==> src/rtl/pipeline_merge_arbiter.sv <==
// Two-input merge arbiter: one FIFO per pipeline, round-robin merge onto a single
// valid/ready port, registered per-pipeline stall and sticky overflow flags.
// Optional feature macro STALL_COUNTERS_EN adds saturating stall-cycle counters.
module pipeline_merge_arbiter #(
  parameter int unsigned DW           = 32,
  parameter int unsigned DEPTH        = 4,
  parameter int unsigned STALL_MARGIN = 2
) (
  input  logic          clk,
  input  logic          reset,
  input  logic          p1_valid_i,
  input  logic [DW-1:0] p1_data_i,
  input  logic          p1_flush_i,
  input  logic          p2_valid_i,
  input  logic [DW-1:0] p2_data_i,
  input  logic          p2_flush_i,
  input  logic          out_ready_i,
  output logic          out_valid_o,
  output logic [DW-1:0] out_data_o,
  output logic          out_src_o,
  output logic          stall_1_o,
  output logic          stall_2_o,
`ifdef STALL_COUNTERS_EN
  output logic [31:0]   stall_cnt_1_o,
  output logic [31:0]   stall_cnt_2_o,
`endif
  output logic [1:0]    overflow_o
);

  localparam int unsigned AW = $clog2(DEPTH);
  localparam int unsigned CW = AW + 1;
  localparam logic [CW-1:0] DepthC    = CW'(DEPTH);
  localparam logic [CW-1:0] StallThrC = CW'(DEPTH - STALL_MARGIN);

  typedef enum logic {StIdle, StHold} state_e;

  logic [1:0]    valid_in, flush_in;
  logic [DW-1:0] data_in [2];

  logic [DW-1:0] mem_q  [2][DEPTH];
  logic [AW-1:0] wptr_q [2];
  logic [AW-1:0] rptr_q [2];
  logic [CW-1:0] cnt_q  [2];
  logic [CW-1:0] cnt_d  [2];
  logic [1:0]    push, pop, drop, nonempty;
  logic [1:0]    stall_q, ovf_q;

  state_e state_q, state_d;
  logic   sel_q, sel_d, rr_q, rr_d;
  logic   sel, xfer;

  assign valid_in   = {p2_valid_i, p1_valid_i};
  assign flush_in   = {p2_flush_i, p1_flush_i};
  assign data_in[0] = p1_data_i;
  assign data_in[1] = p2_data_i;

  // Push/pop/drop decisions and next occupancy; a flush wins over any same-cycle access.
  always_comb begin
    for (int i = 0; i < 2; i++) begin
      nonempty[i] = (cnt_q[i] != '0);
      pop[i]      = xfer && (sel == 1'(i)) && !flush_in[i];
      push[i]     = valid_in[i] && !flush_in[i] && ((cnt_q[i] < DepthC) || pop[i]);
      drop[i]     = valid_in[i] && !flush_in[i] && !push[i];
      cnt_d[i]    = flush_in[i] ? '0 : cnt_q[i] + CW'(push[i]) - CW'(pop[i]);
    end
  end

  // FIFO pointers, occupancy, registered stall and sticky overflow.
  always_ff @(posedge clk or posedge reset) begin
    if (reset) begin
      for (int i = 0; i < 2; i++) begin
        wptr_q[i] <= '0;
        rptr_q[i] <= '0;
        cnt_q[i]  <= '0;
      end
      stall_q <= '0;
      ovf_q   <= '0;
    end else begin
      for (int i = 0; i < 2; i++) begin
        cnt_q[i]   <= cnt_d[i];
        stall_q[i] <= (cnt_d[i] >= StallThrC);
        if (drop[i]) ovf_q[i] <= 1'b1;
        if (flush_in[i]) begin
          wptr_q[i] <= '0;
          rptr_q[i] <= '0;
        end else begin
          if (push[i]) wptr_q[i] <= wptr_q[i] + 1'b1;
          if (pop[i])  rptr_q[i] <= rptr_q[i] + 1'b1;
        end
      end
    end
  end

  // Storage array; contents are only visible through out_valid-gated reads.
  always_ff @(posedge clk) begin
    for (int i = 0; i < 2; i++) begin
      if (push[i]) mem_q[i][wptr_q[i]] <= data_in[i];
    end
  end

  // Arbiter state register.
  always_ff @(posedge clk or posedge reset) begin
    if (reset) begin
      state_q <= StIdle;
      sel_q   <= 1'b0;
      rr_q    <= 1'b0;
    end else begin
      state_q <= state_d;
      sel_q   <= sel_d;
      rr_q    <= rr_d;
    end
  end

  // Arbiter next state: hold a stalled offer unless its FIFO is flushed.
  always_comb begin
    state_d = (out_valid_o && !out_ready_i && !flush_in[sel]) ? StHold : StIdle;
    sel_d   = sel;
    rr_d    = xfer ? ~sel : rr_q;
  end

  // Arbiter outputs: selection and the merged port; with nothing pending sel stays on rr.
  always_comb begin
    sel = rr_q;
    if (state_q == StHold) sel = sel_q;
    else if (!nonempty[rr_q] && nonempty[~rr_q]) sel = ~rr_q;
    out_valid_o = nonempty[sel];
    out_data_o  = out_valid_o ? mem_q[sel][rptr_q[sel]] : '0;
    out_src_o   = sel;
    xfer        = out_valid_o && out_ready_i;
  end

  assign stall_1_o  = stall_q[0];
  assign stall_2_o  = stall_q[1];
  assign overflow_o = ovf_q;

`ifdef STALL_COUNTERS_EN
  logic [31:0] scnt_q [2];

  // Saturating count of cycles spent with each stall asserted.
  always_ff @(posedge clk or posedge reset) begin
    if (reset) begin
      scnt_q[0] <= '0;
      scnt_q[1] <= '0;
    end else begin
      for (int i = 0; i < 2; i++) begin
        if (stall_q[i] && (scnt_q[i] != '1)) scnt_q[i] <= scnt_q[i] + 32'd1;
      end
    end
  end

  assign stall_cnt_1_o = scnt_q[0];
  assign stall_cnt_2_o = scnt_q[1];
`endif

endmodule

==> config.mk <==
export PLATFORM = sky130hd
export DESIGN_NAME = pipeline_merge_arbiter
export DESIGN_NICKNAME = d
export VERILOG_FILES = /design/src/rtl/pipeline_merge_arbiter.sv
export SDC_FILE = /design/constraint.sdc
export NUM_CORES = 1
export LEC_CHECK = 0
export CAP_MARGIN = 10
export CORE_MARGIN = 3
export CORE_UTILIZATION = 30
export CTS_CLUSTER_SIZE = 28
export DETAILED_ROUTE_END_ITERATION = 16
export GPL_TIMING_DRIVEN = 0
export PLACE_DENSITY = 0.57
export SETUP_SLACK_MARGIN = 0.3
export SLEW_MARGIN = 20
export SYNTH_ARGS = -nofsm -noshare
export SYNTH_HDL_FRONTEND = slang
export SYNTH_SLANG_ARGS = --single-unit
==> constraint.sdc <==
create_clock -name clk -period 3.2 [get_ports clk]
set_input_delay 0.64 -clock clk [delete_from_list [all_inputs] [get_ports clk]]
set_output_delay 0.64 -clock clk [all_outputs]
set_load 0.005 [all_outputs]
==> results.sh <==
export IMPL_syn_inst=579
export IMPL_max_freq_mhz=333
export IMPL_syn_area_um2=11200
export IMPL_grt_pass1_wl_um=37700
export IMPL_cts_buffers=28
export IMPL_row_count=70
export IMPL_skew_ns=0.0242
export IMPL_die_h_um=199
export IMPL_tightest_slew_ns=0.947
export IMPL_initial_core_util_pct=30.5
export IMPL_synth_edf_count=256
export IMPL_setup_tns_ns=0
export IMPL_drive_gt1_share_pct=42.2
export IMPL_required_ns=2.56
export IMPL_clock_path_buffers=3
export IMPL_avgSynthCellArea_um2=19.3
export IMPL_synth_cell_types=42
export IMPL_ys_warn_count=0
export IMPL_reg2reg_depth=13
export IMPL_postRouteAntennaNets=0
export IMPL_gp_congestion=0.788
export IMPL_dieArea_um2=39700
export IMPL_dominantRegCellSynth="edfxtp_1"
export IMPL_mostFrequentLayoutCells="256 x edfxtp_1, 72 x clkdlybuf4s50_1, 64 x mux4_2"
export IMPL_start_kind="flip-flop"
export IMPL_hp_start="p1_flush_i"
export IMPL_min_period_over_period_pct=93.7
export IMPL_hold_path_class="in -> reg"
export IMPL_cts_sinks=277
export IMPL_antenna_cells=0
export IMPL_placed_area_um2=13000
export IMPL_fin_nets=845
export IMPL_wire_per_inst_um=20.8
export IMPL_cts_htree_levels=1
export IMPL_ir_drop_uv=576
export IMPL_crit_type="reg -> out"
export IMPL_viasPerCell=4.76
export IMPL_ys_seq_area_share_pct=73.4
export IMPL_leakage_uw=0.00492
export IMPL_final_cells=1250
export IMPL_setup_viol=0
export IMPL_final_core_util_pct=40.3
export IMPL_fin_area_um2=14800
export IMPL_grt_ovfl_total=0
export IMPL_antenna_found_initial=1
export IMPL_r2r_end="stall_q[1]"
export IMPL_place_inst=1162
export IMPL_grt_max_degree=26
export IMPL_clk_pin_slew_ns=0.06
export IMPL_cp_end_kind="output port"
export IMPL_die_x_um=199
export IMPL_crit_fanout=5
export IMPL_routed_wl_um=25900
export IMPL_async_reset_ff_share_pct=7.58
export IMPL_maxCapViolCount=0
export IMPL_final_common_cell="edfxtp_1"
export IMPL_rsz0062_at_grt="yes"
export IMPL_drt_first_pass_iters=4
export IMPL_drt_iter0_markers=310
export IMPL_grt_pass1_vias=6188
export IMPL_slew_viol_final=0
export IMPL_rrSetupSlack_ns=0.30
export IMPL_cts_tree="yes"
export IMPL_synth_seq_cells=277
export IMPL_power_per_cell_area_nw_per_um2=924
export IMPL_arrival_ns=2.36
export IMPL_drc=0
export IMPL_status="finished clean"
export IMPL_r2r_start="cnt_q[2]"
export IMPL_vias=5955
export IMPL_grt_usage_pct=12.7
export IMPL_hold_depth=2
export IMPL_min_to="cnt_q[3]"
export IMPL_synthToLayoutAreaGrowth_pct=32.2
export IMPL_hpwl_um=17400
export IMPL_cts_root_buf="clkbuf_16"
export IMPL_clk_latency_ns=0.56
export IMPL_io_buffers=107
export IMPL_io_pins=109
export IMPL_period_needed_ns=3.00
export IMPL_core_um2=36700
export IMPL_hold_viol=0
export IMPL_synth_nets=664
export IMPL_slew_headroom_pct=36.8
==> critical path, cell delays in order, from the launching register on <==
cell and delay [ns]:
dfrtp_2 0.44, or2_4 0.28, a2111oi_4 0.28, buf_6 0.23
buf_8 0.15, o21ai_2 0.08, a21oi_4 0.20, buf_2 0.15
==> timing repair <==
item | CTS | global route
cloned | 2 | 4
buffers inserted | 23 | 7
pin swaps | 25 | 41
hold buffers | 0 | 0
gates resized for setup | 206 | 114
endpoints found under the setup margin | 37 | 37
==> layer usage <==
metal | vias to the layer above | part of all wire (%) | GRT usage [%]
met5 | - | 0.050 | 0
met4 | 2 | 1.7 | 2.55
met3 | 33 | 6.8 | 3.88
met2 | 144 | 47 | 20.5
met1 | 3064 | 44 | 17.3
li1 | 2712 | - | -
==> kinds of logic after synthesis <==
kind of cell,share of synthesized area [%]
flip-flops,73.4
AO/OA/AOI/OAI,5.15
AND/OR/NAND/NOR,3.71
multiplexers,13.3
buffers and inverters,2.25
adder cells (fa/ha/maj),1.70
XOR/XNOR,0.470
==> cell usage after synthesis (7+ instances only) <==
| library cell | count | area (um^2) |
|---|---|---|
| edfxtp_1 | 256 | 7690 |
| mux4_2 | 64 | 1440 |
| nand3_1 | 32 | 160 |
| o21ai_1 | 29 | 145 |
| dfrtp_1 | 21 | 526 |
| a21oi_2 | 19 | 166 |
| inv_1 | 16 | 60.1 |
| a21oi_1 | 15 | 75.1 |
| clkbuf_1 | 14 | 52.6 |
| ha_1 | 12 | 150 |
| nor2_1 | 12 | 45.0 |
| buf_2 | 11 | 55.1 |
| and2_1 | 9 | 56.3 |
| nand2_1 | 7 | 26.3 |
==> how the worst max path moves through the flow <==
stage	start	endpoint	slack, ns
after floorplan	out_ready_i	stall_q[0]	0.35
after global placement	out_ready_i	mem_q[0][116]	-0.60
after detailed placement	out_ready_i	stall_q[0]	-0.49
after CTS	cnt_q[5]	out_data_o[28]	0.13
after global routing	cnt_q[0]	out_data_o[23]	0.12
final	cnt_q[3]	out_data_o[10]	0.20
==> report_power, final <==
| part | switching (uW) | total, uW | internal, uW |
|---|---|---|---|
| Clock | 1340 | 3230 | 1890 |
| Sequential | 122 | 4340 | 4220 |
| Combinational | 3060 | 6100 | 3030 |
| Total | 4520 | 13700 | 9140 |
==> registers in the layout, indices dropped and copies added (netlist names) <==
signal	flops
stall_q	2
state_q	1
rr_q	1
mem_q	256
sel_q	1
rptr_q	4
cnt_q	6
overflow_o	2
wptr_q	4
==> stage by stage <==
stage / hold WS (ns) / setup slack, ns / power, uW
after detailed placement: 0.487 / -0.490 / 8940
after CTS: 0.361 / 0.130 / 12800
final: 0.391 / 0.201 / 13700
after global routing: 0.384 / 0.124 / 14400
after floorplan: 0.462 / 0.354 / 6960
after global placement: 0.484 / -0.596 / 8880
==> final cells by class <==
class,instances,area [um^2]
sequential,277,8220
clock buffer,39,752
inverter,16,60.1
buffer,34,369
tap,468,586
multi-input combinational,252,3180
fill,3316,21900
timing repair buffer,151,1480
clock inverter,13,154
Note: power is estimated with default switching activity, not from simulation.
